`src/rtl/ref_row_fetcher.sv`:
```
`default_nettype none
// ============================================================================
//  Module      : ref_row_fetcher
//  Description : Fetches a NUM_ROWS x ROW_PIX reference window from 64-bit
//                frame memory (8 pixels/word), aligns each row to the window
//                x position and hands it out on a valid/ready interface.
//  Revision    : 1.0 - initial release
// ============================================================================
module ref_row_fetcher #(
   parameter int PIXEL_W       = 8,
   parameter int ROW_PIX       = 15,
   parameter int NUM_ROWS      = 15,
   parameter int FRAME_W_WORDS = 240,
   parameter int ADDR_W        = 16
) (
   input  logic                       clk,
   input  logic                       rst,        // asynchronous, active-low
   input  logic                       start,
   input  logic [15:0]                blk_x,
   input  logic [15:0]                blk_y,
   output logic                       busy,
   output logic                       mem_rd,
   output logic [ADDR_W-1:0]          mem_addr,
   input  logic [63:0]                mem_rdata,
   output logic [ROW_PIX*PIXEL_W-1:0] row_out,
   output logic                       row_valid,
   input  logic                       row_ready,
   output logic [3:0]                 row_idx,
   output logic                       done
);

   localparam int         c_ROW_W    = ROW_PIX * PIXEL_W;
   localparam logic [3:0] c_LAST_ROW = 4'(NUM_ROWS - 1);

   typedef enum logic [1:0] {
      S_IDLE  = 2'd0,
      S_FETCH = 2'd1,
      S_LAST  = 2'd2,
      S_HOLD  = 2'd3
   } state_t;

   state_t               r_state;
   state_t               w_state_nxt;

   logic [2:0]           r_off;       // pixel offset of the window inside word 0
   logic [ADDR_W-1:0]    r_base;      // word address of the current row's first word
   logic                 r_nw3;       // row spans three words (offset >= 2)
   logic [1:0]           r_rd_cnt;    // reads issued so far for the current row
   logic [63:0]          r_w0;
   logic [63:0]          r_w1;
   logic [c_ROW_W-1:0]   r_row_out;
   logic                 r_row_valid;
   logic [3:0]           r_row_idx;
   logic                 r_done;

   logic [ADDR_W-1:0]    w_start_base;
   logic                 w_last_rd;
   logic [191:0]         w_cat;
   logic [c_ROW_W-1:0]   w_row;

   // Window origin in words; the product wraps to the address width.
   assign w_start_base = ADDR_W'(32'(blk_y) * 32'(FRAME_W_WORDS) + 32'(blk_x[15:3]));

   // Final read of the row is the second word, or the third when it straddles.
   assign w_last_rd = (r_rd_cnt == (r_nw3 ? 2'd2 : 2'd1));

   // The last word is taken straight from the memory bus; an unused third word reads as zero.
   assign w_cat = r_nw3 ? {mem_rdata, r_w1, r_w0} : {64'd0, mem_rdata, r_w0};
   assign w_row = c_ROW_W'(w_cat >> {r_off, 3'b000});

   assign busy      = (r_state != S_IDLE);
   assign row_out   = r_row_out;
   assign row_valid = r_row_valid;
   assign row_idx   = r_row_idx;
   assign done      = r_done;

   // State register.
   always_ff @(posedge clk or negedge rst) begin
      if (!rst) begin
         r_state <= S_IDLE;
      end else begin
         r_state <= w_state_nxt;
      end
   end

   // Next-state decode and memory read strobe/address.
   always_comb begin
      w_state_nxt = r_state;
      mem_rd      = 1'b0;
      mem_addr    = '0;
      case (r_state)
         S_IDLE: begin
            if (start) begin
               w_state_nxt = S_FETCH;
            end
         end
         S_FETCH: begin
            mem_rd   = 1'b1;
            mem_addr = r_base + ADDR_W'(r_rd_cnt);
            if (w_last_rd) begin
               w_state_nxt = S_LAST;
            end
         end
         S_LAST: begin
            w_state_nxt = S_HOLD;
         end
         S_HOLD: begin
            if (row_ready) begin
               w_state_nxt = (r_row_idx == c_LAST_ROW) ? S_IDLE : S_FETCH;
            end
         end
         default: begin
            w_state_nxt = S_IDLE;
         end
      endcase
   end

   // Window parameters, word capture, row alignment and row handshake.
   always_ff @(posedge clk or negedge rst) begin
      if (!rst) begin
         r_off       <= '0;
         r_base      <= '0;
         r_nw3       <= 1'b0;
         r_rd_cnt    <= '0;
         r_w0        <= '0;
         r_w1        <= '0;
         r_row_out   <= '0;
         r_row_valid <= 1'b0;
         r_row_idx   <= '0;
         r_done      <= 1'b0;
      end else begin
         r_done <= 1'b0;
         case (r_state)
            S_IDLE: begin
               if (start) begin
                  r_off     <= blk_x[2:0];
                  r_base    <= w_start_base;
                  r_nw3     <= (blk_x[2:1] != 2'b00);
                  r_rd_cnt  <= '0;
                  r_row_idx <= '0;
               end
            end
            S_FETCH: begin
               r_rd_cnt <= r_rd_cnt + 2'd1;
               // Data on the bus belongs to the read issued one cycle earlier.
               if (r_rd_cnt == 2'd1) begin
                  r_w0 <= mem_rdata;
               end
               if (r_rd_cnt == 2'd2) begin
                  r_w1 <= mem_rdata;
               end
            end
            S_LAST: begin
               r_row_out   <= w_row;
               r_row_valid <= 1'b1;
            end
            S_HOLD: begin
               if (row_ready) begin
                  r_row_valid <= 1'b0;
                  r_rd_cnt    <= '0;
                  if (r_row_idx == c_LAST_ROW) begin
                     r_done    <= 1'b1;
                     r_row_idx <= '0;
                  end else begin
                     r_row_idx <= r_row_idx + 4'd1;
                     r_base    <= r_base + ADDR_W'(FRAME_W_WORDS);
                  end
               end
            end
            default: begin
               r_row_valid <= 1'b0;
            end
         endcase
      end
   end

endmodule
`default_nettype wire

```
`config.mk`:
```
export PLATFORM = sky130hd
export DESIGN_NAME = ref_row_fetcher
export DESIGN_NICKNAME = d
export VERILOG_FILES = /design/src/rtl/ref_row_fetcher.sv
export SDC_FILE = /design/constraint.sdc
export NUM_CORES = 1
export LEC_CHECK = 0
export ABC_AREA = 0
export BUFFER_PORTS_ARGS = -buffer_cell sky130_fd_sc_hd__buf_2
export CAP_MARGIN = 20
export CORE_MARGIN = 2
export CORE_UTILIZATION = 55
export CTS_BUF_LIST = sky130_fd_sc_hd__clkbuf_4
export DETAILED_ROUTE_END_ITERATION = 8
export PLACE_DENSITY = 0.77
export SYNTH_ARGS = -nofsm -noshare
export SYNTH_HDL_FRONTEND = slang
export SYNTH_SLANG_ARGS = --single-unit
```
`constraint.sdc`:
```
create_clock -name clk -period 5.25 [get_ports clk]
set_clock_uncertainty 0.2 [all_clocks]
set_input_delay 1.05 -clock clk [delete_from_list [all_inputs] [get_ports clk]]
set_output_delay 1.05 -clock clk [all_outputs]
set_load 0.01 [all_outputs]
```
==> metrics.md <==
| Metric | Value |
|---|---|
| Setup WS pre-CTS | -0.4031 ns |
| Worst ir drop on vdd | 0.0003855 V |
| Multi-input gate area | 10040 µm² |
| # IOs | 244 |
| Unrepaired setup endpoints after global routing | false |
| Layout Nets | 2190 |
| Crit-path max cell delay | 0.60 ns |
| P per Cell Area | 734.1 nW/µm² |
| Initial Util | 56.18% |
| Post-layout instance area | 20390 µm² |
| # H-tree levels | 3 |
| DR WL/cell | 21.35 µm |
| Layout cells sized above 1 | 29.19% |
| Die Footprint | 33850 µm² |
| Crit path DAT | 5.34 ns |
| Period utilization | 94.50% |
| Hold buffers post-CTS | 0 |
| Post-CTS Setup Inserts | 0 |
| Post-route DRC | 0 |
| Grt total ovfl | 0 |
| Slowest-stage cell, CP | or4b_2 |
| Register area | 6972 µm² |
| Cts bufs inserted | 77 |
| Gp weighted congestion | 0.9079 |
| Commonest cells after routing, fill and taps aside | dfrtp_1, buf_2, mux2i_1, nand2_1, a21oi_1 |
| FP Rows | 65 |
| Crit path buffers/inverters | 4 |
| Post-synth top flop | dfrtp_1 |
| Hold slack | 0.2340 ns |
| Syn Area/Cell | 9.856 µm² |
| Power, Total | 0.01497 W |
| Critical path capture point type | register |
| DR iter-0 viols | 1276 |
| CTS-repair resized insts | 0 |
| Number of max-cap violations | 0 |
| Post-synthesis cell type count | 54 |
| Placeable Area | 31720 µm² |
| Root Buffer | clkbuf_4 |
| Final Slew Violations | 0 |
| Clock buffer depth | 3 |
| CP top delay family | adder cells |
| Post-synthesis sequential area ratio | 39.04% |
| Slew @ Worst Pin | 1.062 ns |
| Critical path, cell by cell | buf_2, fa_1, inv_1, fa_1, inv_1, fa_2, a211oi_2, o21bai_1, a21oi_1, xnor2_1, ha_1, inv_1, o31ai_1, o21a_1, or4b_2, xnor2_1, a221o_2 |
| Period minus WS final | 4.961 ns |
| Final core utilization | 64.28% |
| Largest net degree at the start of global routing | 122 |
| Die width | 184.0 µm |
| Post-synth EDFFs | 0 |
| CP required | 5.63 ns |
| Total Wirelength | 53400 µm |
| DR vias | 15.05k |
| CTS tree | done |
| Clock transition at path regs | 0.07 ns |
| Initial antenna violation count | 11 |
| CTS Sinks | 278 |
| Yosys warns | 0 |
| Status | completed |
| Hold Crit Class | input port to async pin |
| Leak Pwr | 9.440 nW |
| Slew HR | 28.94% |
| Post-DRT Antenna Nets | 0 |
| Setup slack after layout | 0.2886 ns |
| Count of final setup violators | 0 |
| Mapped Cells | 1808 |
| Fmax | 0.2016 GHz |
| Hpwl dp | 40080 µm |
| First-pass GRT wire length | 82500 µm |
| DRT Pass-1 Iters | 5 |
| Number of I/O port buffers | 239 |
| Most common cell after layout, fill and taps aside | dfrtp_1 |
| Endpoints failing hold | 0 |
| Die Ht | 184.0 µm |
| CP startpoint kind | input port |
| Crit-path max FO | 2 |
| Fillers | 2573 |
| Area grow syn2layout | 14.41% |
| Post-DR vias/cell | 6.016 |
| Type of the worst setup path | input port to register |
| Vias in the first global route | 14.34k |
| Worst path most repeated cell | inv_1 |
| Total global-route track usage | 31.91% |
| Worst-Skew Late Latency | 0.72 ns |
| Register bit total from synthesis | 278 |
| Async S/R FF share, synth | 100.0% |
| Mapped Area | 17820 µm² |
| Synthesized net count | 1960 |
| Placed Area | 19410 µm² |
through the flow:
| step | cells | setup TNS, ns |
|---|---|---|
| after global placement | 2361 | -0.2046 |
| after CTS | 2492 | 0 |
| after floorplan | 1808 | 0 |
| final | 2501 | 0 |
| after detailed placement | 2361 | -0.4031 |
| after global routing | 2494 | 0 |
cell families after synthesis:
group / synth area share, %
AOI/OAI and AO/OA: 14.23
and+or+nand+nor: 9.985
muxes: 26.20
DFF: 39.04
buffers and inverters: 4.775
adders and majority gates: 4.452
xor gates and xnor gates: 1.327
cells in the mapped netlist, types with 19 or more instances:
master,instances,area share [%]
buf_2,31,0.87
a21oi_1,163,4.6
ha_1,33,2.3
a211oi_1,27,1.1
mux2i_1,202,11
nand2_1,189,4.0
mux4_2,40,5.1
o21ai_0,104,2.9
o211ai_1,44,1.9
buf_1,27,0.57
mux2_2,155,9.8
nor2b_1,20,0.70
fa_1,19,2.1
inv_1,80,1.7
dfrtp_1,278,39
clkbuf_1,73,1.5
nor2_1,144,3.0
routing by layer:
| metal | wire length [µm] | GRT usage, % | share of wire [%] |
|---|---|---|---|
| met1 | 22480 | 43.68 | 42 |
| met2 | 23720 | 48.36 | 44 |
| met3 | 5631 | 9.786 | 11 |
| met4 | 1535 | 10.82 | 2.9 |
| met5 | 39 | 0 | 0.073 |
power breakdown:
part           switching [W]  leakage, nW  total [W]  internal, W
Sequential           0.00118         3.22    0.00443      0.00325
Clock               0.000900        0.570    0.00194      0.00104
Combinational        0.00498         5.65    0.00860      0.00362
flip-flops by register name (all words and copies together), names as in the netlist:
signal	count
r_w1	64
r_w0	64
row_idx	4
r_rd_cnt	2
row_out	120
r_nw3	1
r_base	16
row_valid	1
done	1
r_state	2
r_off	3
path summary, 6_finish.rpt:
path / start / to / slack (ns) / depth (start not counted)
hold reg to reg: row_out[119] / row_out[119] / 0.28 / 1
hold / removal: rst / row_out[27] / 0.23 / 1
min in group clk: row_out[119] / row_out[119] / 0.28 / 1
max in group asynchronous: rst / r_w1[1] / 3.51 / 2
setup / recovery: blk_y[0] / r_base[15] / 0.29 / 17
setup reg to reg: r_off[0] / row_out[24] / 1.86 / 7
area by class of cell:
class	count	area share, %
Antenna cell	9	0.1105
Clock buffer	107	3.940
Clock inverter	24	0.7242
Inverter	81	1.510
Multi-Input combinational cell	1316	49.23
Sequential cell	278	34.20
Tap cell	402	2.467
Timing Repair Buffer	284	7.819
(Power assumes the default switching activity.)
